**config.mk**
```make
export PLATFORM = sky130hd
export DESIGN_NAME = mux_rr_arb
export DESIGN_NICKNAME = d
export VERILOG_FILES = /design/src/rtl/mux_rr_arb.sv
export SDC_FILE = /design/constraint.sdc
export NUM_CORES = 1
export LEC_CHECK = 0
export CAP_MARGIN = 15
export CORE_MARGIN = 1
export CORE_UTILIZATION = 40
export DETAILED_ROUTE_END_ITERATION = 8
export PLACE_DENSITY = 0.75
export SETUP_SLACK_MARGIN = 0.5
export SLEW_MARGIN = 20
export SYNTH_ARGS = -nofsm -noshare
export SYNTH_HDL_FRONTEND = slang
export SYNTH_SLANG_ARGS = --single-unit
```
**constraint.sdc**
```tcl
create_clock -name clk -period 6.4 [get_ports clk]
set_clock_uncertainty 0.1 [all_clocks]
set_input_delay 1.92 -clock clk [delete_from_list [all_inputs] [get_ports clk]]
set_output_delay 1.92 -clock clk [all_outputs]
set_load 0.03 [all_outputs]
```
**src/rtl/mux_rr_arb.sv**
```systemverilog
// mux_rr_arb: N-input, W-bit round-robin arbitrated registered multiplexer.
// Channels present valid/ready handshakes; one word per cycle is forwarded
// from the granted channel into a single output register with backpressure.
// Optional feature macro: MUX_RR_SEL_OVERRIDE_EN adds sel_en/sel inputs that
// restrict the request set to a single externally selected channel.
module mux_rr_arb #(
  parameter int N = 4,
  parameter int W = 4,
  localparam int PTR_W = $clog2(N)
) (
  input  logic             clk,
  input  logic             rst_n,
  input  logic [N-1:0]     in_valid,
  input  logic [N*W-1:0]   in_data,
  output logic [N-1:0]     in_ready,
  output logic             out_valid,
  output logic [W-1:0]     out_data,
  output logic [PTR_W-1:0] out_ch,
  input  logic             out_ready
`ifdef MUX_RR_SEL_OVERRIDE_EN
  ,
  input  logic             sel_en,
  input  logic [PTR_W-1:0] sel
`endif
);

  logic             r_out_valid;
  logic [W-1:0]     r_out_data;
  logic [PTR_W-1:0] r_out_ch;
  logic [PTR_W-1:0] r_last;

  logic             w_load_en;
  logic [N-1:0]     w_req;
  logic             w_any;
  logic [PTR_W-1:0] w_grant;
  logic [N-1:0]     w_grant_oh;
  logic [W-1:0]     w_grant_data;

  // The output register may accept a new word when empty or draining now.
  assign w_load_en = !r_out_valid || out_ready;

  // Build the request set, optionally narrowed to the selected channel.
  always_comb begin
    w_req = in_valid;
`ifdef MUX_RR_SEL_OVERRIDE_EN
    if (sel_en) begin
      w_req = '0;
      for (int i = 0; i < N; i++) begin
        if (sel == PTR_W'(i)) begin
          w_req[i] = in_valid[i];
        end else begin
          w_req[i] = 1'b0;
        end
      end
    end else begin
      w_req = in_valid;
    end
`endif
  end

  // Pick the requester closest above r_last (wrapping), i.e. smallest distance.
  always_comb begin
    int best_d;
    int d;
    w_any   = 1'b0;
    w_grant = '0;
    best_d  = N;
    d       = 0;
    for (int i = 0; i < N; i++) begin
      d = i - int'(r_last) - 1;
      if (d < 0) begin
        d = d + N;
      end else begin
        d = d;
      end
      if (w_req[i] && (d < best_d)) begin
        best_d  = d;
        w_any   = 1'b1;
        w_grant = PTR_W'(i);
      end else begin
        best_d  = best_d;
      end
    end
  end

  // Decode the grant into a one-hot strobe and select the granted word.
  always_comb begin
    w_grant_oh   = '0;
    w_grant_data = '0;
    for (int i = 0; i < N; i++) begin
      if (w_grant == PTR_W'(i)) begin
        w_grant_oh[i] = 1'b1;
        w_grant_data  = in_data[i*W +: W];
      end else begin
        w_grant_oh[i] = 1'b0;
      end
    end
  end

  // Accept strobe: only while out of reset, loadable and something requests.
  always_comb begin
    if (rst_n && w_load_en && w_any) begin
      in_ready = w_grant_oh;
    end else begin
      in_ready = '0;
    end
  end

  // Output register and round-robin pointer; a grant implies a transfer.
  always_ff @(posedge clk or negedge rst_n) begin
    if (!rst_n) begin
      r_out_valid <= 1'b0;
      r_out_data  <= '0;
      r_out_ch    <= '0;
      r_last      <= PTR_W'(N - 1);
    end else if (w_load_en) begin
      if (w_any) begin
        r_out_valid <= 1'b1;
        r_out_data  <= w_grant_data;
        r_out_ch    <= w_grant;
        r_last      <= w_grant;
      end else begin
        r_out_valid <= 1'b0;
      end
    end else begin
      r_out_valid <= r_out_valid;
    end
  end

  assign out_valid = r_out_valid;
  assign out_data  = r_out_data;
  assign out_ch    = r_out_ch;

endmodule

```
Word-level counts from Yosys, hierarchy flattened --
Index checks and enable logic that the tools add are counted.
Operators by class: eq/ne operators 3, $add $sub $neg 12, reductions and logical operators 10, order comparisons 8, multiplexer cells 24
Operators with widths (count):
- $mux 32 | 7
- $lt 32x32->1 | 3
- $lt 32x4->1 const B | 1
- $add 4x4->5 const B | 4
- $mux 4 | 5
- $lt 4x1->1 const B | 4
- $sub 3x2->4 const B | 4
- $mux 1 | 10
- $logic_and 1x1->1 | 6
- $sub 1x2->3 const A | 2
- $sub 2x2->3 const A | 2
- $eq 2x2->1 const B | 2
- $mux 2 | 2
- $eq 2x1->1 const B | 1
- $logic_not 2->1 | 1
- $reduce_and 2->1 | 1
- $logic_not 1->1 | 1
- $logic_or 1x1->1 | 1
Storage, ports and cells: flip-flop bits (word level) 9, input bits 23

Depth between registers and ports, before layout --
depth in word-level cells 21, depth in mapped cells 20, mapped depth without buffers 18

Worst setup path before layout --
No wires, ideal clock.
path type in2out, start point input in_valid[0], end point output in_ready[2], buffers on the path 2, path slack -0.645 ns, data arrival time 5.025 ns, stages on the path 14, data required time 4.380 ns, cells stage by stage buf_6 > inv_1 > o32a_1 > ha_1 > o211ai_1 > o2111ai_2 > a31o_2 > ha_1 > inv_1 > a221oi_2 > a221oi_2 > o311ai_2 > buf_6 > nor3b_2
On the way: longest elaborated chain between the ends 14, elaborated cells between the ends (all ways) 21
Ends and longest elaborated chain:
- from (decl) | RTL line 13 | input logic [N-1:0] in_valid,
- $logic_and 1x1->1 * | RTL line 76 | if (w_req[i] && (d < best_d)) begin
- $mux 32 | RTL line 76
- $lt 32x32->1 | RTL line 76
- $logic_and 1x1->1 | RTL line 76
- $mux 32 | RTL line 76
- $lt 32x32->1 | RTL line 76
- $logic_and 1x1->1 | RTL line 76
- $mux 32 | RTL line 76
- $lt 32x32->1 | RTL line 76
- $logic_and 1x1->1 | RTL line 76
- $mux 2 | RTL line 76
- $eq 2x2->1 | RTL line 91 | if (w_grant == PTR_W'(i)) begin
- $mux 1 | RTL line 91
- $mux 4 * | RTL line 102 | if (rst_n && w_load_en && w_any) begin
- to (decl) | RTL line 15 | output logic [N-1:0] in_ready,
Every way passes the cells marked *; elsewhere a longest branch is shown, timed or not.

Final worst setup path --
start point input in_valid[1], end point output in_ready[3]
On the way: longest elaborated chain between the ends 11, elaborated cells between the ends (all ways) 17
Ends and longest elaborated chain (RTL line):
- $logic_and 1x1->1 * | 76
- $mux 32 | 76
- $lt 32x32->1 | 76
- $logic_and 1x1->1 | 76
- $mux 32 | 76
- $lt 32x32->1 | 76
- $logic_and 1x1->1 | 76
- $mux 2 | 76
- $eq 2x2->1 | 91
- $mux 1 | 91
- $mux 4 * | 102
Marked as above.

==> impl_metrics.csv <==
group,metric,value,unit
status,status,"finished with violations",
status,violations,"setup timing",
worst_setup_path,timing.reg2reg.setup_slack,70,ps
sta,fmax,145,MHz
clock_tree,numCtsBuffers,3,
detailed_routing,firstDrtPassIters,4,
sta,fin_crit,6890,ps
finish,drive_gt1_frac,0.417,
worst_setup_path,crit_arrival,4870,ps
clock_tree,ctsHoldBuffers,0,
place,dp_slack,-938,ps
hold_path,timing.hold.worst_path_depth,2,
detailed_routing,wirelength,4030,µm
synthesis,netlist_area,977,µm²
synthesis,synth-seq-area-share,0.233,
worst_setup_path,start_kind,"input port",
sta,whs,390,ps
place,dp_hpwl,2270,µm
detailed_routing,drc,0,
floorplan,rows,17,
place,place_area,0.00149,mm²
finish,final_area,0.00180,mm²
clock_tree,htree_num_levels,1,
global_routing,grt-ovfl-total,0,
worst_setup_path,crit_fanout,4,
hold_path,holdCritPathClass,"reg2reg",
global_routing,grt_pass1_wl,5750,µm
global_routing,antenna_found_initial,0,
clock_tree,cts.clk_slew.worst_paths,60,ps
flow_run,maxCapViolCount,0,
clock_tree,clock-sinks,9,
worst_setup_path,cp-end-kind,"output pin",
detailed_routing,viasPerCell,5.85,
clock_tree,root_buffer,"clkbuf_4",
synthesis,ys_types,41,
global_routing,grt_max_degree,12,
synthesis,ys_ff_latch,9,
global_routing,grt_use_total,0.298,
sta,hold_viol,0,
global_routing,grt_pass1_vias,1245,
synthesis,netlist_instances,111,
finish,n_antenna_cell,0,
synthesis,synth_area_per_cell,8.80,µm²
sta,fin_crit_sh,1.08,
finish,syn2layout_area_growth,84.1,%
finish,postLayoutCoreUtil,0.798,
detailed_routing,vias,1257,
detailed_routing,drtIter0Drc,45,
sta,finalSetupViolations,8,
worst_setup_path,worstSetupPathType,"in2out",
sta,max_slew.worst_pin.slew,520,ps
finish,nets,219,
place,routabilityCongestion,0.822,
worst_setup_path,critPathRequiredTime,4380,ps
sta,rsz0062_at_grt,"yes",
synthesis,ys_warn_count,0,
detailed_routing,postRouteAntennaNets,0,
clock_tree,cts_buffer_depth,2,
floorplan,start_util,0.433,
sta,slew-limit-headroom,0.653,
floorplan,core_area,0.00225,mm²
floorplan,dieWidth,51.4,µm
floorplan,die_area,0.00264,mm²
worst_setup_path,r2r_cells,35,
clock_tree,insertion_delay,260,ps
detailed_routing,wl_per_cell,18.7,µm
sta,setup_ws,-486,ps
clock_tree,cts_tree,"yes",
floorplan,die_y,51.4,µm
sta,drv_slew,0,
place,numPortBuffers,33,
floorplan,num_io_pins,34,
==> critical path, stage by stage <==
cell       delay (ps)
buf_6             100
o32a_1            360
ha_1              300
o211ai_1          300
o2111ai_2         170
a21oi_1           150
a31o_2            140
ha_4              210
buf_6             110
buf_6             110
a221oi_2          280
o311ai_2          140
buf_4             190
nor2_1            180
buf_4             200
==> sequential cells by signal, summed over array words and instances, names as in the netlist <==
| name | count |
|---|---|
| out_ch | 2 |
| r_last | 2 |
| out_valid | 1 |
| out_data | 4 |
==> cell type report <==
class	count	area [µm²]
fill	140	455
tap	28	35.0
multi-input combinational	89	746
timing repair buffer	74	721
clock buffer	4	26.3
inverter	11	43.8
sequential	9	228
==> logic make-up (layout without fill, tap and decap cells) <==
family / after synthesis / count (layout) / synth area share
other cells: 1 / 2 / 0.00384
compound gates: 35 / 35 / 0.311
flops: 9 / 9 / 0.233
fa+ha+maj: 8 / 8 / 0.102
simple gates: 37 / 37 / 0.207
mux: 5 / 5 / 0.0512
buf+inv: 14 / 89 / 0.0730
xor+xnor: 2 / 2 / 0.0179
==> cells in the final DEF (no fill, tap or decap), types with 2 or more instances in the layout <==
cell type,netlist,layout
a21oi_1,2,2
o21ai_1,5,5
dfrtp_1,7,7
o211ai_1,3,3
nand2b_1,2,2
o221a_1,4,4
conb_1,1,2
a221oi_2,2,2
dfstp_2,2,2
nor2_1,8,6
clkbuf_4,0,3
ha_1,8,7
nand2_2,1,2
o21ai_0,5,5
buf_4,1,22
nor2_4,0,2
nand2_1,14,13
mux2i_1,5,4
buf_6,2,24
a21oi_2,3,3
inv_1,11,9
clkdlybuf4s50_1,0,27
==> through the flow <==
stage	instances	setup TNS, ps
3_3_place_gp	187	-2760
5_1_grt	215	-3310
4_1_cts	213	-2310
3_5_place_dp	187	-3120
6_report	215	-2260
2_1_floorplan	112	-817
==> metal layers <==
layer  GRT usage  up-vias  wire length, µm
met5           0        -                0
met4       0.221        0              269
met3      0.0327       27              241
met2       0.524       80             2000
met1       0.325      590             1520
li1            -      560                -
==> synthesized netlist by cell type <==
| library cell | n | share of area |
|---|---|---|
| buf_6 | 2 | 0.023 |
| dfrtp_1 | 7 | 0.18 |
| a21o_1 | 1 | 0.0077 |
| and4bb_4 | 1 | 0.017 |
| dfstp_2 | 2 | 0.054 |
| o211a_1 | 1 | 0.010 |
| a221oi_2 | 2 | 0.031 |
| o31a_1 | 1 | 0.0090 |
| nand3_1 | 2 | 0.010 |
| nand2_1 | 14 | 0.054 |
| o211ai_1 | 3 | 0.023 |
| o2111ai_2 | 1 | 0.015 |
| o21ai_1 | 5 | 0.026 |
| ha_1 | 8 | 0.10 |
| o21ai_0 | 5 | 0.026 |
| a21oi_1 | 2 | 0.010 |
| o311ai_2 | 1 | 0.017 |
| o32a_1 | 1 | 0.010 |
| o221a_1 | 4 | 0.046 |
| nor3_1 | 2 | 0.010 |
| nand3b_1 | 1 | 0.0077 |
| buf_4 | 1 | 0.0077 |
| nor4b_1 | 1 | 0.0090 |
| nand2b_1 | 2 | 0.013 |
| nand4_1 | 1 | 0.0064 |
| nor2_1 | 8 | 0.031 |
| a31o_2 | 1 | 0.0090 |
| a31oi_2 | 1 | 0.013 |
| xnor2_1 | 1 | 0.0090 |
| a21boi_0 | 1 | 0.0077 |
| o2111a_1 | 1 | 0.012 |
| conb_1 | 1 | 0.0038 |
| nor3b_2 | 2 | 0.026 |
| xor2_1 | 1 | 0.0090 |
| a21oi_2 | 3 | 0.027 |
| inv_1 | 11 | 0.042 |
| nand2_4 | 1 | 0.012 |
| mux2i_1 | 5 | 0.051 |
| o31ai_2 | 1 | 0.013 |
| and3_1 | 1 | 0.0064 |
| nand2_2 | 1 | 0.0064 |
==> final timing paths <==
| kind | end | start |
|---|---|---|
| max | in_ready[3] | in_valid[1] |
| min | r_last[1] | r_last[1] |
| max reg2reg | out_data[2] | r_last[0] |
| min reg2reg | r_last[1] | r_last[1] |
| max in group asynchronous | r_last[1] | rst_n |
| min in group asynchronous | out_data[2] | rst_n |
==> what timing repair did <==
item,CTS,global route
setup endpoints to repair,4,10
resized for setup,16,22
pin swaps,22,8
buffers inserted,22,2
Power is left out: the tool's default activity adds up to more than one toggle a clock period on the data nets, which glitch-free logic cannot reach.
